<file path="config.mk">
export PLATFORM = sky130hd
export DESIGN_NAME = fft_ctrl_flat
export DESIGN_NICKNAME = d
export VERILOG_FILES = /design/src/rtl/fft_ctrl_if.sv /design/src/rtl/fft_ctrl.sv /design/src/flat_wrapper.sv
export SDC_FILE = /design/constraint.sdc
export NUM_CORES = 1
export LEC_CHECK = 0
export CORE_UTILIZATION = 47
export DETAILED_ROUTE_END_ITERATION = 8
export PLACE_DENSITY = 0.81
export RECOVER_POWER = 100
export SLEW_MARGIN = 10
export SYNTH_ARGS = -nofsm -noshare
export SYNTH_HDL_FRONTEND = slang
export SYNTH_SLANG_ARGS = --single-unit
</file>
<file path="constraint.sdc">
create_clock -name clk -period 2.9 [get_ports clk]
set_input_delay 0.58 -clock clk [delete_from_list [all_inputs] [get_ports clk]]
set_output_delay 0.58 -clock clk [all_outputs]
set_load 0.02 [all_outputs]
</file>
<file path="src/rtl/fft_ctrl_if.sv">
// -----------------------------------------------------------------------------
// fft_ctrl_if
// Handshake and RAM/ROM addressing bundle between the radix-2 FFT sequencer
// and the datapath it drives (dual-port sample RAM, twiddle ROM, butterfly).
//
//   start      : begin a transform (sampled by the sequencer only when idle)
//   busy       : transform in progress
//   done       : one-cycle pulse after the final write has been issued
//   rd_en      : sample RAM read enable (both ports) / twiddle ROM enable
//   rd_addr_a/b: butterfly top / bottom read addresses
//   tw_addr    : twiddle ROM address, aligned with rd_en
//   wr_en      : sample RAM write enable (both ports)
//   wr_addr_a/b: butterfly top / bottom write-back addresses
//   stage      : current stage index
//
// Modports: master = the sequencer, slave = the datapath / start requester.
// -----------------------------------------------------------------------------
interface fft_ctrl_if #(
    parameter int LOG2N = 4
);
    localparam int AW = LOG2N;
    localparam int TW = LOG2N - 1;
    localparam int SW = (LOG2N > 2) ? $clog2(LOG2N) : 1;

    logic          start;
    logic          busy;
    logic          done;
    logic          rd_en;
    logic [AW-1:0] rd_addr_a;
    logic [AW-1:0] rd_addr_b;
    logic [TW-1:0] tw_addr;
    logic          wr_en;
    logic [AW-1:0] wr_addr_a;
    logic [AW-1:0] wr_addr_b;
    logic [SW-1:0] stage;

    modport master (
        input  start,
        output busy, done, rd_en, rd_addr_a, rd_addr_b, tw_addr,
        output wr_en, wr_addr_a, wr_addr_b, stage
    );

    modport slave (
        output start,
        input  busy, done, rd_en, rd_addr_a, rd_addr_b, tw_addr,
        input  wr_en, wr_addr_a, wr_addr_b, stage
    );
endinterface

</file>
<file path="src/rtl/fft_ctrl.sv">
// -----------------------------------------------------------------------------
// fft_ctrl
// Sequencer for an in-place radix-2 decimation-in-time FFT. Samples are
// expected in bit-reversed order in the RAM; results end in natural order.
// One butterfly is issued per cycle; each stage is followed by a single
// bubble cycle (DRAIN) so the stage's last write lands before the next
// stage's first read.
//
// Ports:
//   clk   : system clock, rising edge
//   reset : synchronous, active-high
//   bus   : fft_ctrl_if.master (start in; busy/done, RAM and ROM addressing,
//           write-back control and stage index out). All outputs registered.
// -----------------------------------------------------------------------------
module fft_ctrl #(
    parameter int LOG2N = 4
) (
    input  logic       clk,
    input  logic       reset,
    fft_ctrl_if.master bus
);
    localparam int N      = 1 << LOG2N;
    localparam int HALF_N = N / 2;
    localparam int AW     = LOG2N;
    localparam int TW     = LOG2N - 1;
    localparam int SW     = (LOG2N > 2) ? $clog2(LOG2N) : 1;
    localparam int JW     = LOG2N - 1;

    localparam logic [JW-1:0] J_LAST = JW'(HALF_N - 1);
    localparam logic [SW-1:0] S_LAST = SW'(LOG2N - 1);

    typedef enum logic [1:0] {
        S_IDLE,
        S_RUN,
        S_DRAIN,
        S_DONE
    } state_t;

    state_t        r_state;
    state_t        w_nxt_state;
    logic [JW-1:0] r_j;
    logic [JW-1:0] w_nxt_j;
    logic [SW-1:0] r_stage;
    logic [SW-1:0] w_nxt_stage;

    logic          r_busy;
    logic          r_done;
    logic          r_rd_en;
    logic [AW-1:0] r_rd_addr_a;
    logic [AW-1:0] r_rd_addr_b;
    logic [TW-1:0] r_tw_addr;
    logic          r_wr_en;
    logic [AW-1:0] r_wr_addr_a;
    logic [AW-1:0] r_wr_addr_b;

    logic [AW-1:0] w_rd_addr_a;
    logic [AW-1:0] w_rd_addr_b;
    logic [TW-1:0] w_tw_addr;

    // Top input of butterfly j in stage s: the group index (j >> s) selects a
    // block of 2*half samples, the low s bits select the position inside it.
    function automatic logic [AW-1:0] f_addr_a(input logic [JW-1:0] j,
                                               input logic [SW-1:0] s);
        logic [AW-1:0] jj;
        logic [AW-1:0] mask;
        jj   = {1'b0, j};
        mask = (AW'(1) << s) - AW'(1);
        return ((jj >> s) << (int'(s) + 1)) | (jj & mask);
    endfunction

    function automatic logic [AW-1:0] f_half(input logic [SW-1:0] s);
        return AW'(1) << s;
    endfunction

    // Twiddle exponent scaled so that stage s strides the N/2-entry table
    // in steps of N/(2*half).
    function automatic logic [TW-1:0] f_tw(input logic [JW-1:0] j,
                                           input logic [SW-1:0] s);
        logic [AW-1:0] jj;
        logic [AW-1:0] mask;
        logic [AW-1:0] sh;
        jj   = {1'b0, j};
        mask = (AW'(1) << s) - AW'(1);
        sh   = (jj & mask) << (LOG2N - 1 - int'(s));
        return sh[TW-1:0];
    endfunction

    // Addresses are computed from the next j/stage so they register
    // together with rd_en.
    assign w_rd_addr_a = f_addr_a(w_nxt_j, w_nxt_stage);
    assign w_rd_addr_b = w_rd_addr_a + f_half(w_nxt_stage);
    assign w_tw_addr   = f_tw(w_nxt_j, w_nxt_stage);

    always_ff @(posedge clk) begin
        if (reset) begin
            r_state <= S_IDLE;
            r_j     <= '0;
            r_stage <= '0;
        end else begin
            r_state <= w_nxt_state;
            r_j     <= w_nxt_j;
            r_stage <= w_nxt_stage;
        end
    end

    always_comb begin
        w_nxt_state = r_state;
        w_nxt_j     = r_j;
        w_nxt_stage = r_stage;
        case (r_state)
            S_IDLE: begin
                if (bus.start) begin
                    w_nxt_state = S_RUN;
                    w_nxt_j     = '0;
                    w_nxt_stage = '0;
                end
            end
            S_RUN: begin
                if (r_j == J_LAST) begin
                    w_nxt_state = S_DRAIN;
                end else begin
                    w_nxt_j = r_j + 1'b1;
                end
            end
            S_DRAIN: begin
                if (r_stage == S_LAST) begin
                    w_nxt_state = S_DONE;
                end else begin
                    w_nxt_state = S_RUN;
                    w_nxt_stage = r_stage + 1'b1;
                    w_nxt_j     = '0;
                end
            end
            S_DONE: begin
                w_nxt_state = S_IDLE;
                w_nxt_stage = '0;
                w_nxt_j     = '0;
            end
            default: begin
                w_nxt_state = S_IDLE;
            end
        endcase
    end

    // Output registers; write side trails the read side by exactly one cycle
    // to match the synchronous RAM/ROM read latency.
    always_ff @(posedge clk) begin
        if (reset) begin
            r_busy      <= 1'b0;
            r_done      <= 1'b0;
            r_rd_en     <= 1'b0;
            r_rd_addr_a <= '0;
            r_rd_addr_b <= '0;
            r_tw_addr   <= '0;
            r_wr_en     <= 1'b0;
            r_wr_addr_a <= '0;
            r_wr_addr_b <= '0;
        end else begin
            r_busy  <= (w_nxt_state == S_RUN) || (w_nxt_state == S_DRAIN);
            r_done  <= (w_nxt_state == S_DONE);
            r_rd_en <= (w_nxt_state == S_RUN);
            if (w_nxt_state == S_RUN) begin
                r_rd_addr_a <= w_rd_addr_a;
                r_rd_addr_b <= w_rd_addr_b;
                r_tw_addr   <= w_tw_addr;
            end
            r_wr_en <= r_rd_en;
            if (r_rd_en) begin
                r_wr_addr_a <= r_rd_addr_a;
                r_wr_addr_b <= r_rd_addr_b;
            end
        end
    end

    assign bus.busy      = r_busy;
    assign bus.done      = r_done;
    assign bus.rd_en     = r_rd_en;
    assign bus.rd_addr_a = r_rd_addr_a;
    assign bus.rd_addr_b = r_rd_addr_b;
    assign bus.tw_addr   = r_tw_addr;
    assign bus.wr_en     = r_wr_en;
    assign bus.wr_addr_a = r_wr_addr_a;
    assign bus.wr_addr_b = r_wr_addr_b;
    assign bus.stage     = r_stage;
endmodule

</file>
<file path="src/flat_wrapper.sv">
// flat-port wrapper written by rule: the top's interface ports become plain ports
module fft_ctrl_flat 
#(
    parameter int LOG2N = 4
)
  (clk, reset, bus_start, bus_busy, bus_done, bus_rd_en, bus_rd_addr_a, bus_rd_addr_b, bus_tw_addr, bus_wr_en, bus_wr_addr_a, bus_wr_addr_b, bus_stage);
  fft_ctrl_if #(.LOG2N(LOG2N)) bus_i ();
  input  logic clk;
  input  logic reset;
  input wire logic [$bits(bus_i.start)-1:0] bus_start;
  output wire logic [$bits(bus_i.busy)-1:0] bus_busy;
  output wire logic [$bits(bus_i.done)-1:0] bus_done;
  output wire logic [$bits(bus_i.rd_en)-1:0] bus_rd_en;
  output wire logic [$bits(bus_i.rd_addr_a)-1:0] bus_rd_addr_a;
  output wire logic [$bits(bus_i.rd_addr_b)-1:0] bus_rd_addr_b;
  output wire logic [$bits(bus_i.tw_addr)-1:0] bus_tw_addr;
  output wire logic [$bits(bus_i.wr_en)-1:0] bus_wr_en;
  output wire logic [$bits(bus_i.wr_addr_a)-1:0] bus_wr_addr_a;
  output wire logic [$bits(bus_i.wr_addr_b)-1:0] bus_wr_addr_b;
  output wire logic [$bits(bus_i.stage)-1:0] bus_stage;
  assign bus_i.start = bus_start;
  assign bus_busy = bus_i.busy;
  assign bus_done = bus_i.done;
  assign bus_rd_en = bus_i.rd_en;
  assign bus_rd_addr_a = bus_i.rd_addr_a;
  assign bus_rd_addr_b = bus_i.rd_addr_b;
  assign bus_tw_addr = bus_i.tw_addr;
  assign bus_wr_en = bus_i.wr_en;
  assign bus_wr_addr_a = bus_i.wr_addr_a;
  assign bus_wr_addr_b = bus_i.wr_addr_b;
  assign bus_stage = bus_i.stage;
  fft_ctrl #(.LOG2N(LOG2N)) u_core (.clk(clk), .reset(reset), .bus(bus_i));
endmodule
</file>
==> impl_metrics.yaml <==
logic_synthesis:
  synthCells: 182
  synth_compound_area_share_pct: 20.6
  yosysTopAreaCell: "dfxtp_1"
  synth_top_family_by_area: "compound AO/OA/AOI/OAI gates"
  synth_area_per_cell_um2: 8.94
  synth.area.mux_share_pct: 6.77
  synth_seq_cells: 30
  yosys.area_share.simple_pct: 19.3
  synth-edff-count: 0
  yosysSeqAreaShare_pct: 36.9
  synthArstFlopShare_pct: 0
  synth_ff_type: "dfxtp_1"
  synthXorXnorAreaFrac_pct: 1.62
  syn_nets: 196
  yosysWarnings: 0
  synth_top_area_share_pct: 36.9
  yosysUniqueCellTypes: 47
  yosys.area_share.adder_pct: 8.92
  synth_area_mm2: 0.00163
  synth.area.top_cells: "dfxtp_1, ha_1, nor2_1"
placement:
  dpl-instance-area_mm2: 0.00218
  portBuffers: 27
  gp_congestion: 0.919
  dpl.hpwl_mm: 3.23
power_and_ir_drop:
  switching_share_pct: 29.2
  power.density_mw_per_mm2: 386
  intPower_mw: 0.628
  peakVddDrop_mv: 0.334
  p_leak_nw: 1.07
  power_switching_mw: 0.258
  p_comb_share_pct: 19.0
  seqPwrFrac_pct: 50.9
  p_clk_share_pct: 30.1
timing:
  hold_viol_final: 0
  max_freq_ghz: 0.355
  relSlewSlack_pct: 57.7
  post-route-min-period_ps: 2820
  fin_crit_sh_pct: 97.2
  final-max-slew-violation-count: 0
  setup_viol_count_final: 0
  tightest_slew_ps: 635
  clock_skew_ps: 9.03
  setup_tns_ps: 0
global_route:
  grt_pass1_vias: 1464
  antenna_found_initial: 0
  grt_max_degree: 22
  grt_pass1_wl_mm: 6.72
  grt_overflow_total: 0
  grtUsageTotal_pct: 25.5
route:
  vias_per_cell: 5.45
  antenna_left: 0
  wl_mm: 4.24
  wl_per_cell_um: 14.6
  num_vias: 1581
  first_iter_violations: 110
  dr.pass1.iters: 4
  drc: 0
setup_path:
  critPathArrivalTime_ps: 3070
  worstPathRequired_ps: 3150
  cp_max_fo: 5
  r2r-start: "u_core.r_state[0]"
  critPathLaunchType: "input port"
  crit_path_start: "bus_start"
  ff2ff_setup_slack_ps: 110
  crit_type: "in2reg"
  end_kind: "flop"
  r2r_cells: 13
run:
  maxCapViolCount: 0
final_layout:
  fin_nets: 259
  drive_gt1_share_pct: 24.4
  final_common_cell: "buf_4"
  stdcell_area_mm2: 0.00230
  layout_common_cells: "buf_4, nor2_1, dfxtp_1"
  syn2layout_area_growth_pct: 41.2
  diodes: 0
clock_tree:
  clkSinkCount: 30
  cts_tree: "built"
  clkTransAtPathRegs_ps: 100
  cts_buffers: 5
  htree_levels: 2
  clk_latency_ps: 340
  root_buffer: "clkbuf_4"
  clockBufferDepth: 2
floorplanning:
  initial_core_util_pct: 51.2
  dieArea_mm2: 0.00370
  dieHeight_um: 60.8
  core_mm2: 0.00318
  io_pins: 28
  dieWidth_um: 60.8
  std_cell_rows: 20
min_path:
  hold_class: "reg2reg"
  min_path_cells: 2
  hold_start: "u_core.bus.tw_addr[0]"
outcome:
  status: "complete, no violations"
[layout make-up]
class / instances / area [um^2]
clock buffer: 6 / 51.3
clock inverter: 2 / 12.5
fill: 240 / 881
inverter: 11 / 41.3
multi-input combinational: 131 / 976
sequential: 30 / 608
tap: 44 / 55.1
timing repair buffer: 66 / 553
[critical path, stage by stage]
cell	delay, ps
clkdlybuf4s15_2	220
and2b_4	190
o32ai_4	290
ha_4	260
inv_1	80
xnor2_1	90
nand4b_1	120
nand2_1	90
ha_1	310
a21oi_1	90
or4_1	510
a311oi_1	240
[cells by family after synthesis]
group	after synthesis
multiplexers	11
AO/OA/AOI/OAI	40
adder cells (fa/ha/maj)	11
AND/OR/NAND/NOR	66
flip-flops	30
XOR/XNOR	3
buffers and inverters	21
[sequential cells by signal (all words and copies together), names as in the netlist]
signal                cells
u_core.bus.wr_addr_a      4
u_core.bus.tw_addr        3
u_core.bus.wr_addr_b      4
u_core.bus.rd_addr_b      4
u_core.bus.rd_en          1
u_core.r_j                3
u_core.bus.busy           1
u_core.bus.wr_en          1
u_core.bus.rd_addr_a      4
u_core.r_state            2
u_core.bus.done           1
u_core.bus.stage          2
[power groups by stage]
stage | sequential, mW | clock, mW | combinational, mW
final | 0.451 | 0.266 | 0.169
after global routing | 0.455 | 0.296 | 0.183
after CTS | 0.453 | 0.276 | 0.173
after detailed placement | 0.462 | 0 | 0.172
after global placement | 0.460 | 0 | 0.167
after floorplan | 0.475 | 0 | 0.0797
[final timing paths]
check | to
setup / recovery | u_core.bus.rd_addr_b[3]
hold / removal | u_core.bus.tw_addr[0]
hold reg to reg | u_core.bus.tw_addr[0]
setup reg to reg | u_core.bus.rd_addr_b[3]
[metrics by stage]
stage	setup WS, ps	power [mW]	cells	hold WS, ps	util (%)
after floorplan	6.06	0.555	182	529	-
after global placement	-443	0.627	280	452	68.6
after detailed placement	-662	0.634	280	449	68.6
after CTS	48.6	0.902	289	466	71.5
after global routing	-50.2	0.934	290	498	72.3
final	81.2	0.886	290	461	72.3
[per-layer routing]
| metal | global-route usage, % | wire length [um] |
|---|---|---|
| met3 | 6.61 | 248 |
| met2 | 41.6 | 2080 |
| met4 | 10.1 | 83 |
| met1 | 32.1 | 1830 |
| met5 | 0 | 0 |
[cells in the mapped netlist, drive strengths merged (2+ instances only)]
cell type,n
a2111oi,2
a211oi,2
xnor2,2
inv,11
o21ai,6
o32ai,2
buf,6
a21oi,5
a31oi,2
nor3,2
nor2,31
o31ai,2
nand3,3
dfxtp,30
o41ai,2
nand2,13
a311oi,5
and2b,3
mux2i,11
nand2b,3
o21a,3
clkbuf,4
a21o,2
nor2b,7
ha,10
[what timing repair did]
action                                  CTS  global route
buffers inserted                          1             1
gates resized for setup                   9             8
endpoints found under the setup margin    3             1
hold buffers                              0             0
pin swaps                                 2             2
Note: power is estimated with default switching activity, not from simulation.
